### config.mk
export PLATFORM = sky130hd
export DESIGN_NAME = cache_arbiter
export DESIGN_NICKNAME = d
export VERILOG_FILES = /design/src/rtl/cache_arbiter.sv
export SDC_FILE = /design/constraint.sdc
export NUM_CORES = 1
export LEC_CHECK = 0
export BUFFER_PORTS_ARGS = -buffer_cell sky130_fd_sc_hd__buf_4
export CAP_MARGIN = 40
export CORE_AREA = 2 2 548 550
export CTS_CLUSTER_DIAMETER = 120
export DETAILED_ROUTE_END_ITERATION = 10
export DIE_AREA = 0 0 550 552
export MAX_ROUTING_LAYER = met4
export PLACE_DENSITY_LB_ADDON = 0.25
export SYNTH_ARGS = -nofsm -noshare
export SYNTH_HDL_FRONTEND = slang
export SYNTH_SLANG_ARGS = --single-unit
### constraint.sdc
create_clock -name clk -period 8.7 [get_ports clk]
set_input_delay 0.435 -clock clk [delete_from_list [all_inputs] [get_ports clk]]
set_output_delay 0.435 -clock clk [all_outputs]
set_load 0.05 [all_outputs]
### src/rtl/cache_arbiter.sv
// ============================================================================
// cache_arbiter : round-robin share of one line-wide memory port between
//                 the I-cache and D-cache. Revision 1.0
// ============================================================================
`default_nettype none

module cache_arbiter #(
  parameter int s_line = 256,
  parameter int s_addr = 32
) (
  input  logic              clk,
  input  logic              rst,

  input  logic [s_addr-1:0] i_pmem_address,
  input  logic              i_pmem_read,
  output logic [s_line-1:0] i_pmem_rdata,
  output logic              i_pmem_resp,

  input  logic [s_addr-1:0] d_pmem_address,
  input  logic              d_pmem_read,
  input  logic              d_pmem_write,
  input  logic [s_line-1:0] d_pmem_wdata,
  output logic [s_line-1:0] d_pmem_rdata,
  output logic              d_pmem_resp,

  output logic [s_addr-1:0] mem_address,
  output logic              mem_read,
  output logic              mem_write,
  output logic [s_line-1:0] mem_wdata,
  input  logic [s_line-1:0] mem_rdata,
  input  logic              mem_resp
);

  typedef enum logic [1:0] {
    IDLE    = 2'd0,
    SERVE_I = 2'd1,
    SERVE_D = 2'd2
  } state_t;

  localparam logic GRANT_I = 1'b0;
  localparam logic GRANT_D = 1'b1;

  state_t            state_q,      state_d;
  logic              last_grant_q, last_grant_d;
  logic [s_addr-1:0] lat_addr_q,   lat_addr_d;
  logic [s_line-1:0] lat_wdata_q,  lat_wdata_d;
  logic              lat_rd_q,     lat_rd_d;
  logic              lat_wr_q,     lat_wr_d;

  logic req_i;
  logic req_d;
  logic grant_i;
  logic grant_d;

  assign req_i = i_pmem_read;
  assign req_d = d_pmem_read | d_pmem_write;

  // On a tie the side that was not served last wins.
  assign grant_d = req_d & (~req_i | (last_grant_q == GRANT_I));
  assign grant_i = req_i & ~grant_d;

  always_comb begin
    state_d      = state_q;
    last_grant_d = last_grant_q;
    lat_addr_d   = lat_addr_q;
    lat_wdata_d  = lat_wdata_q;
    lat_rd_d     = lat_rd_q;
    lat_wr_d     = lat_wr_q;

    case (state_q)
      IDLE: begin
        if (grant_d) begin
          state_d      = SERVE_D;
          last_grant_d = GRANT_D;
          lat_addr_d   = d_pmem_address;
          lat_wdata_d  = d_pmem_wdata;
          // A simultaneous read+write is resolved as a write-back.
          lat_wr_d     = d_pmem_write;
          lat_rd_d     = d_pmem_read & ~d_pmem_write;
        end else if (grant_i) begin
          state_d      = SERVE_I;
          last_grant_d = GRANT_I;
          lat_addr_d   = i_pmem_address;
          lat_rd_d     = 1'b1;
          lat_wr_d     = 1'b0;
        end
      end
      SERVE_I, SERVE_D: begin
        if (mem_resp) begin
          state_d  = IDLE;
          lat_rd_d = 1'b0;
          lat_wr_d = 1'b0;
        end
      end
      default: begin
        state_d  = IDLE;
        lat_rd_d = 1'b0;
        lat_wr_d = 1'b0;
      end
    endcase
  end

  always_ff @(posedge clk or posedge rst) begin
    if (rst) begin
      state_q      <= IDLE;
      last_grant_q <= GRANT_I;
      lat_addr_q   <= '0;
      lat_wdata_q  <= '0;
      lat_rd_q     <= 1'b0;
      lat_wr_q     <= 1'b0;
    end else begin
      state_q      <= state_d;
      last_grant_q <= last_grant_d;
      lat_addr_q   <= lat_addr_d;
      lat_wdata_q  <= lat_wdata_d;
      lat_rd_q     <= lat_rd_d;
      lat_wr_q     <= lat_wr_d;
    end
  end

  assign mem_address  = lat_addr_q;
  assign mem_wdata    = lat_wdata_q;
  assign mem_read     = lat_rd_q;
  assign mem_write    = lat_wr_q;

  assign i_pmem_resp  = mem_resp & (state_q == SERVE_I);
  assign d_pmem_resp  = mem_resp & (state_q == SERVE_D);
  assign i_pmem_rdata = mem_rdata;
  assign d_pmem_rdata = mem_rdata;

endmodule

`default_nettype wire

Word level (Yosys, flattened, before mapping)

Index checks and enable logic that the tools add are counted.

Bits in registers: 293
Input port bits: 582
Output and inout bits: 804
Word-level logic and storage cells: 41

Equality and inequality tests: 4
Muxes and demuxes: 14
Bitwise operators: 11
Reductions and logical operators: 6

Operators by type and width:

| kind                 | count |
|---|---|
| $mux W32             | 2 |
| $mux W1              | 6 |
| $mux W2              | 3 |
| $reduce_and A2 Y1    | 3 |
| $and A1 B1 Y1        | 5 |
| $not A1 Y1           | 4 |
| $pmux W1 S2          | 2 |
| $pmux W2 S2          | 1 |
| $ne A3 B3 Y1 const B | 1 |
| $eq A2 B1 Y1 const B | 1 |
| $eq A2 B2 Y1 const B | 1 |
| $logic_not A2 Y1     | 1 |
| $ne A2 B2 Y1 const B | 1 |
| $or A1 B1 Y1         | 2 |
| $reduce_bool A2 Y1   | 1 |
| $reduce_or A2 Y1     | 1 |

Depth between registers and ports, before layout

Gate-level depths: netlist of run 1.

Word-level depth: 8
Gate-level depth with buffers: 7
Depth with buffers taken out: 5

Least setup slack after synthesis of run 1

Ideal clock, no wire load.

Path kind: reg-to-reg
Start point: register state_q[0]
End point: register lat_wdata_q[0], in the netlist mem_wdata[0]
Library setup time: 0.125 ns
Data arrival time: 1.399 ns
Required time: 8.575 ns
Path slack: 7.176 ns
Cell stages (with the launch flop): 7
Buffers on the path: 2
Period minus slack after synthesis: 1.524 ns
Path through: dfrtp_1 inv_1 ha_1 nand2_2 buf_6 buf_8 mux2_4

Word-level cells in the longest chain between the ends: 2

Ends and longest elaborated chain:

| item                        | RTL line | RTL |
|---|---|---|
| start: declaration          | 43       | `state_t state_q, state_d;` |
| start signal: assignment    | 112      | `state_q <= state_d;` |
| $logic_not A2 Y1            | 70       | `case (state_q)` |
| $reduce_and A2 Y1 (no line) | n/a      |  |
| end signal: assignment      | 115      | `lat_wdata_q <= lat_wdata_d;` |
| end: declaration            | 46       | `logic [s_line-1:0] lat_wdata_q, lat_wdata_d;` |

Every way passes these cells.
A chain may end at the register's enable or synchronous reset.

Worst setup path in the final report of run 1

Start point: register state_q[0]
End point: register lat_wdata_q[90], in the netlist mem_wdata[90]

Same word-level chain as after synthesis.

==> results of run 1 <==
## logic make-up after synthesis
logic type | after synthesis | share of synthesized area (%)
buffers and inverters | 554 | 26.4
DFF | 293 | 45.5
muxes | 288 | 25.2
AOI/OAI and AO/OA | 41 | 1.53
and+or+nand+nor | 40 | 1.01
adders and majority gates | 3 | 0.233
## power by group through the flow
| stage | sequential (uW) | combinational, uW | clock (uW) |
|---|---|---|---|
| final | 2580 | 7010 | 1960 |
| after global routing | 2690 | 7500 | 2100 |
| after CTS | 2620 | 7260 | 2070 |
| after detailed placement | 2640 | 7120 | 0 |
| after global placement | 2620 | 7130 | 0 |
| after floorplan | 4880 | 2510 | 0 |
## final timing paths
check	startpoint	cells past startpoint	to
max in group asynchronous	rst	6	mem_address[12]
worst max register to register	state_q[0]	6	mem_wdata[90]
worst max-delay path	state_q[0]	6	mem_wdata[90]
worst min-delay path	d_pmem_wdata[150]	2	mem_wdata[150]
min in group asynchronous	rst	3	mem_wdata[12]
worst min register to register	mem_address[1]	2	mem_address[1]
## layout make-up
class	count	share of cell area [%]
diodes	11	0.107
clock buffers	65	5.25
clock inverters	17	0.780
inverters	4	0.0872
multi-input cells	372	17.6
flip-flops and latches	293	28.4
well taps	3958	19.2
repair buffers	886	28.6
## synthesized netlist by cell type
master,number,area (sq um)
buf_4,515,3870
dfrtp_1,293,7330
mux2_4,229,3440
nand2_1,36,135
mux2i_1,32,320
o21ai_0,32,160
mux2_2,27,304
buf_6,15,169
buf_8,11,165
buf_2,7,35.0
inv_1,4,15.0
a22o_1,3,26.3
ha_1,3,37.5
and2_1,2,12.5
clkbuf_1,2,7.51
a21o_1,1,7.51
a21oi_1,1,5.00
a2bb2oi_2,1,15.0
a32o_1,1,10.0
nand2_2,1,6.26
nor4b_1,1,8.76
o2bb2ai_2,1,15.0
o31ai_1,1,7.51
## worst max-delay path: stages (launching register included)
cell	delay (ps)
dfrtp_1	380
inv_1	80
ha_1	310
nand2_8	260
buf_16	360
buf_12	480
mux2_2	410
## state kept, by name, summed over array words and instances, names as in the netlist
register      flops
state_q           2
mem_address      32
mem_wdata       256
last_grant_q      1
mem_read          1
mem_write         1
## stage by stage
step | std cells | power [uW] | instance area, sq um
4_1_cts | 5595 | 12000 | 25800
2_1_floorplan | 1219 | 7400 | 16100
3_5_place_dp | 5259 | 9760 | 21700
5_1_grt | 5597 | 12300 | 25800
6_report | 5606 | 11600 | 25800
3_3_place_gp | 5252 | 9760 | 21600
## routing by layer
layer	share of wire (%)	up-vias	track usage (%)	wire [microns]
li1	-	4325	-	-
met1	31	4959	7.56	41900
met2	44	1109	13.4	59000
met3	20	427	7.68	27000
met4	4.3	0	3.00	5690
met5	0	-	-	0
## repair_timing
action / 4_1_cts / 5_1_grt
endpoints found under the hold margin: 331 / 0
setup buffers: 0 / 0
hold buffers: 254 / 0
==> impl_results.md, run 1 <==
* Outcome: completed
* DIE AREA at 304000 sq um
* Relative slew slack at 34.4%
* Die W at 550 microns
* Max VDD drop at 0.000239 V
* Worst Max-Slew Pin Slew at 984 ps
* Routed wire length at 133 mm
* Area of the multi-input gates at 4550 sq um
* Max Slew Vio Count at 0
* Post-CTS resize count at 0
* Final core occ at 8.66%
* CP max FO at 97
* WP data required at 9240 ps
* Pin count of the biggest net entering global routing at 98
* Vias in the first global route at 11700
* Fmax at 0.362 GHz
* Port Buffers at 617
* WHS at 53.4 ps
* Commonest non-fill, non-tap cell in the layout: buf_4
* Die height at 552 microns
* Reg power frac at 22.4%
* Register-to-register setup slack at 5940 ps
* Syn Area/Cell at 13.2 sq um
* Min Tclk post-route at 2760 ps
* Share of layout cells above drive strength 1 at 59.1%
* Internal power at 5540 uW
* Clock sinks at 293
* Crit share post-route at 31.8%
* Clock Latency Late Sink at 660 ps
* Final net count at 2189
* Final worst slack at 5940 ps
* Area Overhead vs Synth at 60.5%
* Cell variety after synth at 23
* Setup Crit Path Kind: reg2reg
* Max cap viols at 0
* Yosys reg bits at 293
* DR DRC count at 0
* Std-Cell Rows at 201
* Combinational power share at 60.7%
* Drt first pass iters at 4
* Commonest cells after routing, fill and taps aside: 626 x buf_4, 293 x dfrtp_1, 254 x dlygate4sd3_1
* DRT antenna net count at 0
* Fillers at 34500
* Unrepaired setup endpoints after global routing: no
* Part of the Yosys area used for sequential elements at 45.5%
* GPL Wtd Cong at 0.715
* Skew final at 15.6 ps
* Synth Cell Area at 16100 sq um
* Clock Path Buffers at 3
* Sequential cell area at 7330 sq um
* Hold crit path type: in2reg
* Via density at 1.93
* Worst Setup Start Kind: register
* Mapped Cells at 1219
* Initial antenna violation count at 93
* Crit end category: register
* PwrDens at 447 nW/um^2
* Initial Utilization at 5.40%
* Hpwl dp at 117 mm
* # setup viols final at 0
* Critical path arrival at 3300 ps
* Core ar. at 298000 sq um
* Setup TNS at 0 ps
* Initial detailed-routing violation count at 535
* Final Hold Violating Endpoints at 0
* Place WS at 5920 ps
* Global-route wire length before repair at 159 mm
* Yosys warns at 0
* CTS H-tree depth at 2
* Syn Nets at 1804
* Via count at 10800
* Sw Pwr at 6010 uW
* Worst-path clk slew at 60 ps
* Leakage Power at 0.0108 uW
* GRT Util Overall at 8.69%
* Clock Tree Root: clkbuf_16
* Net Sw Frac at 52.0%
* Io pins at 1386
* GRT overflow at 0
* Power share of the clock group at 16.9%
* Inserted Clock Buffers at 47
* Routed len/inst at 23.8 microns
* CTS tree: yes
Power figures use the tool's default switching activity.
==> run 2: changes to the inputs <==
==> constraint.sdc (replaced) <==
create_clock -name clk -period 2.6 [get_ports clk]
set_input_delay 0.13 -clock clk [delete_from_list [all_inputs] [get_ports clk]]
set_output_delay 0.13 -clock clk [all_outputs]
set_load 0.05 [all_outputs]
==> run 2 against run 1 <==
Core utilization increased by 0.23 points. Clock-buffer cell count fell by 10. Flip-flop and latch count did not move. Via count about the same. Clock power rose to 3.0 times the previous value. Hold slack better by 27 ps. First-iteration DRC count decreased by 14%. Critical path type is now in2reg. Largest cell class unchanged. Highest routed layer unchanged.
==> impl_results.md, run 2 (synthesis results as in run 1) <==
* Outcome: completed
* Fmax at 0.411 GHz
* Register-to-register setup slack at 220 ps
* Worst path bufs/invs at 4
* Commonest cells after routing, fill and taps aside: 635 x buf_4, 326 x dlygate4sd3_1, 293 x dfrtp_1
* Clock sinks at 293
* Hpwl dp at 116 mm
* Via count at 10800
* Routed wire length at 131 mm
* Share of layout cells above drive strength 1 at 56.7%
* Worst-path clk slew at 60 ps
* GPL Wtd Cong at 0.715
* Hold EP: mem_address[2]
* Min Tclk post-route at 2430 ps
* DIE AREA at 304000 sq um
* Combinational power share at 62.5%
* Total power at 38400 uW
* Global-route wire length before repair at 157 mm
* Port Buffers at 617
* Clock Latency Late Sink at 620 ps
* DRT antenna net count at 0
* Number of flip-flops in the largest register at 256
* Initial antenna violation count at 68
* Commonest non-fill, non-tap cell in the layout: buf_4
* PwrDens at 1450 nW/um^2
* Initial detailed-routing violation count at 458
* CTS H-tree depth at 2
* Initial Utilization at 5.40%
* Inserted Clock Buffers at 40
* Final net count at 2269
* Fin cells at 5680
* Io pins at 1386
* Hold crit path type: in2reg
* Pin count of the biggest net entering global routing at 94
* Placed cells at 5274
* Setup Crit Path Kind: in2reg
* Final Hold Violating Endpoints at 0
* Reg power frac at 22.1%
* Min-delay src: d_pmem_read
* Worst stage delay on the critical path at 650 ps
* Net Sw Frac at 51.9%
* Worst r2r src: last_grant_q
* Leakage Power at 0.0111 uW
* CP max FO at 21
* Fillers at 34500
* WP data required at 3100 ps
* Worst Max-Slew Pin Slew at 661 ps
* Area of the multi-input gates at 4550 sq um
* CTS tree: yes
* RR Endpoint: mem_address[18]
* Internal power at 18500 uW
* Area Overhead vs Synth at 64.6%
* DR DRC count at 0
* GRT overflow at 0
* Unrepaired setup endpoints after global routing: no
* Die height at 552 microns
* Post-CTS resize count at 0
* Clock Tree Root: clkbuf_16
* Crit end category: register
* Vias in the first global route at 11800
* Sequential cell area at 7330 sq um
* Max Slew Vio Count at 0
* Core ar. at 298000 sq um
* WHS Path Cells at 5
* Std-Cell Rows at 201
* Drt first pass iters at 4
* Crit share post-route at 93.5%
* Max VDD drop at 0.000502 V
* Stages on worst setup path at 7
* Worst Setup Start Kind: primary input
* Clock Path Buffers at 3
* Via density at 1.91
* Worst path slowest cell: dlygate4sd3_1
* WHS at 80.1 ps
* Cell family with most CP delay: buffers and inverters
* GRT Util Overall at 8.59%
* Die W at 550 microns
* Skew final at 18.4 ps
* Relative slew slack at 55.8%
* R2r worst-path depth at 5
* Power share of the clock group at 15.4%
* Max cap viols at 0
* Setup TNS at 0 ps
* Sw Pwr at 19900 uW
* # setup viols final at 0
* Critical path arrival at 2930 ps
* Routed len/inst at 23.1 microns
* Cells along the critical path: dlygate4sd3_1, buf_4, o2bb2ai_4, buf_12, mux2i_1, dlygate4sd3_1, o21ai_0
* Worst path most repeated cell: dlygate4sd3_1
-- run 2: changes by cell type in the layout (fill, tap and decap cells not counted), sizes merged --
cell,before,now
clkinv,8,9
dlygate4sd3,254,326
clkbuf,65,55
bufinv,2,4
inv,8,3
clkinvlp,3,2
buf,632,647
-- run 2: area by class of cell --
class / instances / share of cell area (%)
antenna: 11 / 0.104
clock buffer: 55 / 4.33
clock inverter: 14 / 0.802
inverter: 4 / 0.0708
multi-input combinational: 372 / 17.2
sequential: 293 / 27.7
tap: 3958 / 18.7
timing repair buffer: 973 / 31.2
-- run 2: worst register-to-register path: cells and delay by family (launching register included) --
| family | cells | cell delay (ps) |
|---|---|---|
| buffers and inverters | 2 | 920 |
| flip-flops | 1 | 460 |
| AO/OA/AOI/OAI | 2 | 450 |
| multiplexers | 1 | 440 |
-- run 2: per-stage QoR --
step	cell area, sq um	utilization (%)	worst slack [ps]
2_1_floorplan	16100	-	-1420
4_1_cts	26500	8.88	175
5_1_grt	26500	8.88	92.0
6_report	26500	8.89	168
3_5_place_dp	21900	7.33	518
3_3_place_gp	21800	7.32	502
-- run 2: worst max path at each step --
stage | from | endpoint | slack, ps
after floorplan | rst | last_grant_q | -1420
after global placement | state_q[0] | mem_wdata[162] | 500
after detailed placement | state_q[0] | mem_wdata[162] | 520
after CTS | last_grant_q | mem_address[18] | 170
after global routing | last_grant_q | mem_address[18] | 90
final | d_pmem_write | mem_address[18] | 170
-- run 2: what timing repair did --
action / 4_1_cts / 5_1_grt
hold buffers: 326 / 0
endpoints found under the setup margin: 0 / 0
hold endpoints to repair: 388 / 0
setup buffers: 0 / 0
-- run 2: layer usage --
metal / share of wire (%) / GRT usage [%] / routed length, microns
met1: 31 / 7.35 / 40600
met5: 0 / - / 0
met4: 3.6 / 2.82 / 4720
met3: 21 / 7.72 / 27500
met2: 45 / 13.4 / 58600
-- run 2: power by group through the flow --
| stage | sequential [uW] | clock, uW | combinational [uW] |
|---|---|---|---|
| floorplan | 16300 | 0 | 8410 |
| global placement | 8560 | 0 | 24400 |
| detailed placement | 8580 | 0 | 24500 |
| CTS | 8520 | 6280 | 25200 |
| global route | 8800 | 6410 | 25800 |
| finish | 8470 | 5930 | 24000 |
==> run 3: changes to the inputs <==
--- a/config.mk
+++ b/config.mk
@@ -5,12 +5,13 @@
 export SDC_FILE = /design/constraint.sdc
 export NUM_CORES = 1
 export LEC_CHECK = 0
+export ABC_AREA = 1
 export BUFFER_PORTS_ARGS = -buffer_cell sky130_fd_sc_hd__buf_4
 export CAP_MARGIN = 40
-export CORE_AREA = 2 2 548 550
+export CORE_AREA = 2 2 538 540
 export CTS_CLUSTER_DIAMETER = 120
 export DETAILED_ROUTE_END_ITERATION = 10
-export DIE_AREA = 0 0 550 552
+export DIE_AREA = 0 0 540 542
 export MAX_ROUTING_LAYER = met4
 export PLACE_DENSITY_LB_ADDON = 0.25
 export SYNTH_ARGS = -nofsm -noshare
==> run 3 against run 2 <==
Clock power increased by 20%. Global-route usage increased by 0.37 points. Via count increased by 27%. Core utilization increased by 0.20 points. Combinational power decreased by 16%. Routed wire length about the same. Non-clock buffer count decreased by 2. Hold slack improved by 98 ps. Power decreased by 6.9%. Setup slack improved by 45 ps. Critical endpoint is now mem_write. Largest cell class unchanged. Highest routed layer unchanged.
==> impl_results.md, run 3 <==
* Outcome: completed
* CP max FO at 34
* Vias in the first global route at 14900
* Unrepaired setup endpoints after global routing: no
* Worst-path clk slew at 60 ps
* Part of the Yosys area used for sequential elements at 47.2%
* Share of layout cells above drive strength 1 at 30.8%
* R2r worst-path depth at 6
* Clock Latency Late Sink at 700 ps
* GPL Wtd Cong at 0.848
* Stages on worst setup path at 6
* PwrDens at 1370 nW/um^2
* Place WS at 329 ps
* Critical path arrival at 3000 ps
* Io pins at 1386
* CTS tree: yes
* Clock sinks at 293
* Yosys reg bits at 293
* Global-route wire length before repair at 164 mm
* Worst stage delay on the critical path at 600 ps
* Crit share post-route at 91.8%
* WP data required at 3220 ps
* Fillers at 33500
* Critical path origin: last_grant_q
* WHS at 178 ps
* GRT Util Overall at 8.96%
* Clock Path Buffers at 3
* GRT overflow at 0
* Via density at 2.23
* Post-synth EDFFs at 0
* Crit end category: register
* Fin cells at 6176
* Largest area contributor in the netlist: dfrtp_1
* GRT busiest layer: met2
* Worst path slowest cell: dlygate4sd3_1
* Worst path bufs/invs at 3
* Relative slew slack at 51.7%
* Leakage Power at 0.0121 uW
* Synth area leaders: dfrtp_1 47%, buf_4 25%, nand2_1 21%
* Most common library cells after synthesis: 880 x nand2_1, 512 x buf_4, 293 x dfrtp_1
* Placed cells at 5751
* Yosys warns at 0
* Dominant cell by count in the synthesized netlist: nand2_1
* Cell family with most CP delay: buffers and inverters
* Inserted Clock Buffers at 50
* Max VDD drop at 0.000576 V
* Clock Tree Root: clkbuf_16
* Via count at 13700
* Syn Nets at 2495
* Post-CTS Setup Inserts at 0
* Routed wire length at 131 mm
* DRT antenna net count at 0
* DR DRC count at 0
* Initial detailed-routing violation count at 590
* CTS H-tree depth at 2
* Final Hold Violating Endpoints at 0
* Final net count at 2935
* DIE AREA at 293000 sq um
* Hpwl dp at 111 mm
* Register-to-register setup slack at 210 ps
* Final worst slack at 213 ps
* Cell variety after synth at 17
* Met2 usage in global routing at 13.1%
* Fmax at 0.419 GHz
* RR Endpoint: mem_write
* Synth Cell Area at 15500 sq um
* Skew final at 21.1 ps
* Drt first pass iters at 5
* Worst Max-Slew Pin Slew at 725 ps
* Mapped Cells at 1910
* Commonest cells after routing, fill and taps aside: 879 x nand2_1, 632 x buf_4, 328 x dlygate4sd3_1
* Max Slew Vio Count at 0
* Die W at 540 microns
* Area Overhead vs Synth at 67.8%
* GRT met1 Usage at 7.26%
* Routed len/inst at 21.3 microns
* Port Buffers at 617
* Hold crit path type: in2reg
* Setup TNS at 0 ps
* Critical Path End: mem_write
* Worst r2r src: last_grant_q
* Met3 usage at 8.25%
* Worst Setup Start Kind: register
* Max cap viols at 0
* Post-synth top area share at 47.2%
* Number of flip-flops in the largest register at 256
* Top FF cell, synth: dfrtp_1
* Initial antenna violation count at 39
* Core ar. at 287000 sq um
* Initial Utilization at 5.42%
* Die height at 542 microns
* Synth async-reset ratio at 100%
* Worst path most repeated cell: dlygate4sd3_1
* Min Tclk post-route at 2390 ps
* Setup Crit Path Kind: reg2reg
* Commonest non-fill, non-tap cell in the layout: nand2_1
* Pin count of the biggest net entering global routing at 93
* Syn Area/Cell at 8.14 sq um
* Cells along the critical path: nand2_2, buf_4, nand4_1, dlygate4sd3_1, nand2_1, dlygate4sd3_1
* # setup viols final at 0
* Std-Cell Rows at 197
## run 3: cell type report
| type | count | area (sq um) | share of cell area [%] |
|---|---|---|---|
| Timing Repair Buffer | 971 | 8250 | 31.6 |
| Tap cell | 3781 | 4730 | 18.1 |
| Clock buffer | 67 | 1430 | 5.47 |
| Multi-Input combinational cell | 958 | 3760 | 14.4 |
| Sequential cell | 293 | 7330 | 28.1 |
| Clock inverter | 24 | 275 | 1.06 |
| Antenna cell | 6 | 15.0 | 0.0576 |
| Inverter | 76 | 297 | 1.14 |
## run 3: tightest hold or removal path: stages
cell and delay (ps):
dlygate4sd3_1 520, buf_4 100, nand2_1 50, nand2_1 50
## run 3: power by group
group,internal (uW),switching (uW)
Sequential,6830,1560
Combinational,5080,15100
Clock,4240,2900
Total,16200,19600
## run 3: cells by family (layout without fill, tap and decap cells)
kind of cell | Yosys count | after routing | synth area share [%]
compound gates | 3 | 3 | 0.193
fa+ha+maj | 3 | 3 | 0.242
buf+inv | 659 | 1138 | 28.8
flops | 293 | 293 | 47.2
other cells | 0 | 6 | 0
simple gates | 952 | 952 | 23.6
## run 3: worst min-delay path by stage
stage	startpoint	endpoint	slack (ps)	cells after the start
floorplan	d_pmem_wdata[100]	mem_wdata[100]	250	2
global placement	mem_rdata[101]	d_pmem_rdata[101]	260	0
detailed placement	mem_rdata[101]	d_pmem_rdata[101]	260	0
CTS	d_pmem_wdata[120]	mem_wdata[120]	60	4
global route	d_pmem_wdata[29]	mem_wdata[29]	110	4
finish	d_pmem_wdata[213]	mem_wdata[213]	180	4
## run 3: through the flow
stage	power, uW	util (%)	cell area, sq um
after floorplan	21600	-	15500
after global placement	29000	7.34	21100
after detailed placement	29100	7.35	21100
after CTS	37300	9.09	26100
after global routing	38600	9.09	26100
final	35700	9.09	26100
## run 3: what timing repair did
item                                   in CTS  in global routing
gates resized for setup                     0                  0
hold buffers                              328                  0
endpoints found under the hold margin     586                  0
## run 3: routing by layer
layer  up-vias  routed length, microns
met5         -                       0
met3       529                   27400
li1       6115                       -
met4         0                    9530
met2       941                   56000
met1      6161                   38400
